## src/rtl/cache_cmd_sequencer.sv

```systemverilog
// Trace-command sequencer for the split L1 caches: decodes one command per handshake, drives the
// read-then-write access sequence, the full-cache clear sweep, print requests and hit/miss stats.
module cache_cmd_sequencer #(
    parameter int unsigned SETS     = 16384,
    parameter int unsigned OFFSET_W = 6,
    parameter int unsigned ADDR_W   = 32,
    parameter int unsigned CNT_W    = 32
) (
    input  logic                                 clk,
    input  logic                                 rst,
    input  logic                                 cmd_valid,
    output logic                                 cmd_ready,
    input  logic [3:0]                           cmd_n,
    input  logic [ADDR_W-1:0]                    cmd_addr,
    output logic                                 sel_icache,
    output logic                                 read_enable,
    output logic                                 write_enable,
    output logic                                 clear_en,
    output logic [$clog2(SETS)-1:0]              set_index,
    output logic [ADDR_W-OFFSET_W-$clog2(SETS)-1:0] tag,
    input  logic                                 lookup_hit,
    output logic                                 print_req,
    output logic                                 done,
    output logic [CNT_W-1:0]                     reads,
    output logic [CNT_W-1:0]                     writes,
    output logic [CNT_W-1:0]                     hits,
    output logic [CNT_W-1:0]                     misses
);

    localparam int unsigned IDX_W = $clog2(SETS);
    localparam int unsigned TAG_W = ADDR_W - OFFSET_W - IDX_W;
    localparam logic [IDX_W-1:0] LastIdx = IDX_W'(SETS - 1);

    typedef enum logic [2:0] {
        StIdle,
        StLookup,
        StEval,
        StUpdate,
        StClear,
        StPrint
    } state_e;

    state_e             state_q, state_d;
    logic [3:0]         n_q;
    logic [IDX_W-1:0]   idx_q;
    logic [TAG_W-1:0]   tag_q;
    logic               hit_q;
    logic [CNT_W-1:0]   reads_q, writes_q, hits_q, misses_q;

    logic accept;
    logic clear_last;
    logic count_op;

    // Byte-offset bits never select anything in the cache.
    logic unused_offset_bits;
    assign unused_offset_bits = ^cmd_addr[OFFSET_W-1:0];

    assign accept     = cmd_valid && cmd_ready;
    assign clear_last = (state_q == StClear) && (idx_q == LastIdx);
    assign count_op   = (n_q <= 4'd2);

    function automatic logic [CNT_W-1:0] sat_inc(input logic [CNT_W-1:0] v);
        return (&v) ? v : v + CNT_W'(1);
    endfunction

    always_comb begin
        state_d      = state_q;
        cmd_ready    = 1'b0;
        read_enable  = 1'b0;
        write_enable = 1'b0;
        clear_en     = 1'b0;
        print_req    = 1'b0;
        done         = 1'b0;
        sel_icache   = 1'b0;
        unique case (state_q)
            StIdle: begin
                cmd_ready = 1'b1;
                if (cmd_valid) begin
                    if (cmd_n <= 4'd6) begin
                        state_d = StLookup;
                    end else if (cmd_n == 4'd8) begin
                        state_d = StClear;
                    end else begin
                        // Print and unsupported codes share the one-cycle completion path.
                        state_d = StPrint;
                    end
                end
            end
            StLookup: begin
                read_enable = 1'b1;
                sel_icache  = (n_q == 4'd2);
                state_d     = StEval;
            end
            StEval: begin
                sel_icache = (n_q == 4'd2);
                state_d    = StUpdate;
            end
            StUpdate: begin
                sel_icache   = (n_q == 4'd2);
                // Snoops only update a line that was actually present.
                write_enable = count_op || hit_q;
                done         = 1'b1;
                state_d      = StIdle;
            end
            StClear: begin
                clear_en     = 1'b1;
                write_enable = 1'b1;
                done         = clear_last;
                if (clear_last) begin
                    state_d = StIdle;
                end
            end
            StPrint: begin
                print_req = (n_q == 4'd9);
                done      = 1'b1;
                state_d   = StIdle;
            end
            default: state_d = StIdle;
        endcase
    end

    always_ff @(posedge clk) begin
        if (rst) begin
            state_q <= StIdle;
            n_q     <= '0;
            idx_q   <= '0;
            tag_q   <= '0;
            hit_q   <= 1'b0;
        end else begin
            state_q <= state_d;
            if (accept) begin
                n_q   <= cmd_n;
                idx_q <= (cmd_n == 4'd8) ? '0 : cmd_addr[OFFSET_W +: IDX_W];
                tag_q <= cmd_addr[ADDR_W-1 -: TAG_W];
            end else if ((state_q == StClear) && !clear_last) begin
                idx_q <= idx_q + IDX_W'(1);
            end
            if (state_q == StEval) begin
                hit_q <= lookup_hit;
            end
        end
    end

    always_ff @(posedge clk) begin
        if (rst || clear_last) begin
            reads_q  <= '0;
            writes_q <= '0;
            hits_q   <= '0;
            misses_q <= '0;
        end else if ((state_q == StEval) && count_op) begin
            if (n_q == 4'd1) begin
                writes_q <= sat_inc(writes_q);
            end else begin
                reads_q <= sat_inc(reads_q);
            end
            if (lookup_hit) begin
                hits_q <= sat_inc(hits_q);
            end else begin
                misses_q <= sat_inc(misses_q);
            end
        end
    end

    assign set_index = idx_q;
    assign tag       = tag_q;
    assign reads     = reads_q;
    assign writes    = writes_q;
    assign hits      = hits_q;
    assign misses    = misses_q;

endmodule

```

## config.mk

```make
export PLATFORM = sky130hd
export DESIGN_NAME = cache_cmd_sequencer
export DESIGN_NICKNAME = d
export VERILOG_FILES = /design/src/rtl/cache_cmd_sequencer.sv
export SDC_FILE = /design/constraint.sdc
export NUM_CORES = 1
export LEC_CHECK = 0
export BUFFER_PORTS_ARGS = -buffer_cell sky130_fd_sc_hd__buf_2
export CAP_MARGIN = 20
export CORE_ASPECT_RATIO = 1.75
export CORE_MARGIN = 2
export CORE_UTILIZATION = 55
export DETAILED_ROUTE_END_ITERATION = 10
export HOLD_SLACK_MARGIN = 0.1
export PLACE_DENSITY = 0.91
export SLEW_MARGIN = 5
export SYNTH_ARGS = -nofsm -noshare
export SYNTH_HDL_FRONTEND = slang
export SYNTH_SLANG_ARGS = --single-unit
```

## constraint.sdc

```tcl
create_clock -name clk -period 4.2 [get_ports clk]
set_clock_uncertainty 0.05 [all_clocks]
set_input_delay 0.63 -clock clk [delete_from_list [all_inputs] [get_ports clk]]
set_output_delay 0.63 -clock clk [all_outputs]
set_load 0.05 [all_outputs]
```

==> qor.txt <==
Num CTS Buffers = 17
final-layout fill cell count = 1278
reg2reg start = state_q[1]
via count of the routed design = 8772
CTS clk-pin slew, worst paths = 70 ps
largest net degree at the start of global routing = 51
Syn Nets = 1068
largest cells by area after synthesis = dfxtp_1 (40%), a21oi_1 (8.5%), or3_1 (5.3%)
cells after synthesis = 1023
Max Cap Viol = 0
fmax = 299 MHz
worst slew pin tran = 1060 ps
Pwr Total = 3.46 mW
IO Count = 201
R2R setup slack = 1200 ps
critical path capture point type = output port
critical path required time = 3520 ps
Setup Crit Path Kind = reg -> out
unrepaired setup endpoints after global routing = no
drt pass-1 iters = 5
crit-path max FO = 9
Worst R2R End = writes[28]
number of global-route vias before repair = 8035
biggest area consumer among synthesized cells = dfxtp_1
CTS tree = built
FF+latch count, synth = 162
WP data arrival = 2660 ps
htree depth = 4
row cnt = 59
Hold Crit Depth = 3
Slowest cell on crit path = or4_1
Clock Tree Buf Depth = 2
setup TNS = 0 ps
Starting Density = 55.7%
Setup Buffers After CTS = 0
ys async rst share = 0%
Horiz. Die Dim = 96.2 microns
R2R depth = 5
Cell variety after synth = 59
Avg WL per Cell = 16.5 microns
Mapped Area = 8190 sq um
CP Cell Sequence = ha_1 > nand4_1 > or4_1 > o21ai_0 > buf_2
initial antenna violation count = 0
Final HPWL DP = 16200 microns
cts hold-fix bufs = 0
hold endpoint = set_index[8]
Lkg Pwr = 3.59 nW
first-pass GRT wire length = 36500 microns
register area share after synthesis = 39.6%
diodes inserted = 0
Clock Sink Count = 162
worst path bufs/invs = 1
startpoint types = flip-flop
outcome = finished clean
fin crit share = 79.5%
Layout area overhead = 19.5%
Rel. slew slack = 29.0%
Resized Gates After CTS = 0
Core ar. = 14700 sq um
die height = 165 microns
Avg Cell Area, Syn = 8.00 sq um
final WL = 22800 microns
die area = 15900 sq um
routability cong. = 0.874
CP delay by family, top = simple AND/OR/NAND/NOR gates
hold wc startpoint = cmd_addr[14]
clock root cell = clkbuf_16
worst min path class = in -> reg
total track usage = 28.1%
Final ANT Viol Nets = 0
Final setup viols = 0
Post-synth EDFFs = 0
Synth top area share = 39.6%
PD cells = 353 nW/um^2
share of layout cells above drive strength 1 = 21.0%
gr ovfl total = 0
VDD IR max = 249 uV
via/cell ratio = 6.35
Yosys warning count = 0
Nets = 1231
final hold vios = 0
IO buf count = 194
Max Slew Vio Count = 0
DRT iter0 DRCs = 446
Post-synth top flop = dfxtp_1
Skew-Pair Late Insertion Delay = 420 ps
# DRC = 0
max incr delay on CP = 750 ps
post-route minimum period = 3340 ps
cells in the mapped netlist (4+ instances only):
master      n
o211ai_1    6
a211oi_1    8
mux2i_1     4
clkbuf_1   29
nor4_1     16
nand4_1    48
or3_1      69
a21o_1      4
buf_2      25
dfxtp_1   162
o21a_1      8
and2_1      7
or4_1      46
xnor2_1     4
nor3_1     16
and3_1     22
o21ai_0    74
nand3_1    66
a21oi_1   139
xor2_1      7
nand2_1    94
and4_1     14
ha_1        5
nand2b_1    4
inv_1      20
o31ai_1    38
o31a_1      5
nor2_1     33
layer usage:
layer / part of all wire (%) / vias up / wire length, microns / track usage [%]
met5: 0 / - / 0 / 0
met4: 3.0 / 0 / 692 / 12.7
met3: 5.4 / 60 / 1220 / 4.76
met2: 53 / 303 / 12000 / 51.4
met1: 39 / 4167 / 8810 / 30.7
li1: - / 4242 / - / -
flip-flops by register name (all words and copies together), names as in the netlist:
name,flops
hits,32
misses,32
reads,32
writes,32
set_index,14
tag,12
n_q,4
state_q,3
hit_q,1
final cells by class:
cell class | count | area [sq um] | share of cell area (%)
clock inverters | 13 | 115 | 1.18
flip-flops and latches | 162 | 3240 | 33.2
multi-input cells | 782 | 4630 | 47.3
clock buffers | 19 | 453 | 4.63
well taps | 183 | 229 | 2.34
repair buffers | 203 | 1040 | 10.6
inverters | 20 | 75.1 | 0.767
worst max path at each step:
stage / startpoint / end / slack [ps] / depth (start not counted)
global placement: lookup_hit / misses[27] / 1320 / 6
CTS: set_index[0] / done / 880 / 5
global route: set_index[0] / done / 680 / 5
finish: set_index[0] / done / 860 / 5
detailed placement: state_q[1] / writes[28] / 1260 / 5
floorplan: set_index[0] / done / 500 / 5
through the flow:
| step | worst slack, ps | util [%] | std cells | hold slack [ps] | cell area [sq um] |
|---|---|---|---|---|---|
| 3_5_place_dp | 1260 | 62.7 | 1350 | 394 | 9210 |
| 3_3_place_gp | 1320 | 62.7 | 1350 | 389 | 9210 |
| 4_1_cts | 883 | 66.6 | 1382 | 382 | 9780 |
| 6_report | 861 | 66.6 | 1382 | 388 | 9780 |
| 2_1_floorplan | 497 | - | 1023 | 386 | 8190 |
| 5_1_grt | 684 | 66.6 | 1382 | 382 | 9780 |
tightest hold or removal path, delay by kind of cell:
| family | cells | cell delay [ps] |
|---|---|---|
| buffers and inverters | 1 | 100 |
| AOI/OAI and AO/OA | 1 | 50 |
| and+or+nand+nor | 1 | 40 |
layout by cell type (no fill, tap or decap), types with 4 or more instances in the layout:
cell type / count
nand3_1: 66
o21a_1: 8
xor2_1: 7
buf_2: 194
dfxtp_1: 162
a21oi_1: 138
xnor2_1: 4
buf_4: 9
o31ai_1: 38
and2_1: 7
mux2i_1: 4
nor3_1: 16
nand4_1: 48
or4_1: 46
and4_1: 14
clkbuf_16: 17
inv_6: 5
o21ai_0: 74
ha_1: 5
or3_1: 69
and3_1: 22
nand2_1: 94
nand2b_1: 4
inv_1: 20
o31a_1: 5
a211oi_1: 8
nor4_1: 16
nor2_1: 33
o211ai_1: 6
cell families (layout without fill, tap and decap cells):
family / count (synthesis) / in the layout / share of synthesized area (%)
buffers and inverters: 79 / 255 / 4.14
AND/OR/NAND/NOR: 459 / 459 / 32.1
AO/OA/AOI/OAI: 303 / 303 / 21.7
multiplexers: 4 / 4 / 0.489
XOR/XNOR: 11 / 11 / 1.18
flip-flops: 162 / 162 / 39.6
adder cells (fa/ha/maj): 5 / 5 / 0.764
power breakdown:
group / leakage [nW] / internal [mW] / switching, mW
registers: 1.31 / 1.57 / 0.0408
clock network: 0.277 / 0.811 / 0.693
logic: 2.00 / 0.0907 / 0.253
total: 3.59 / 2.47 / 0.987
(Power assumes the default switching activity.)
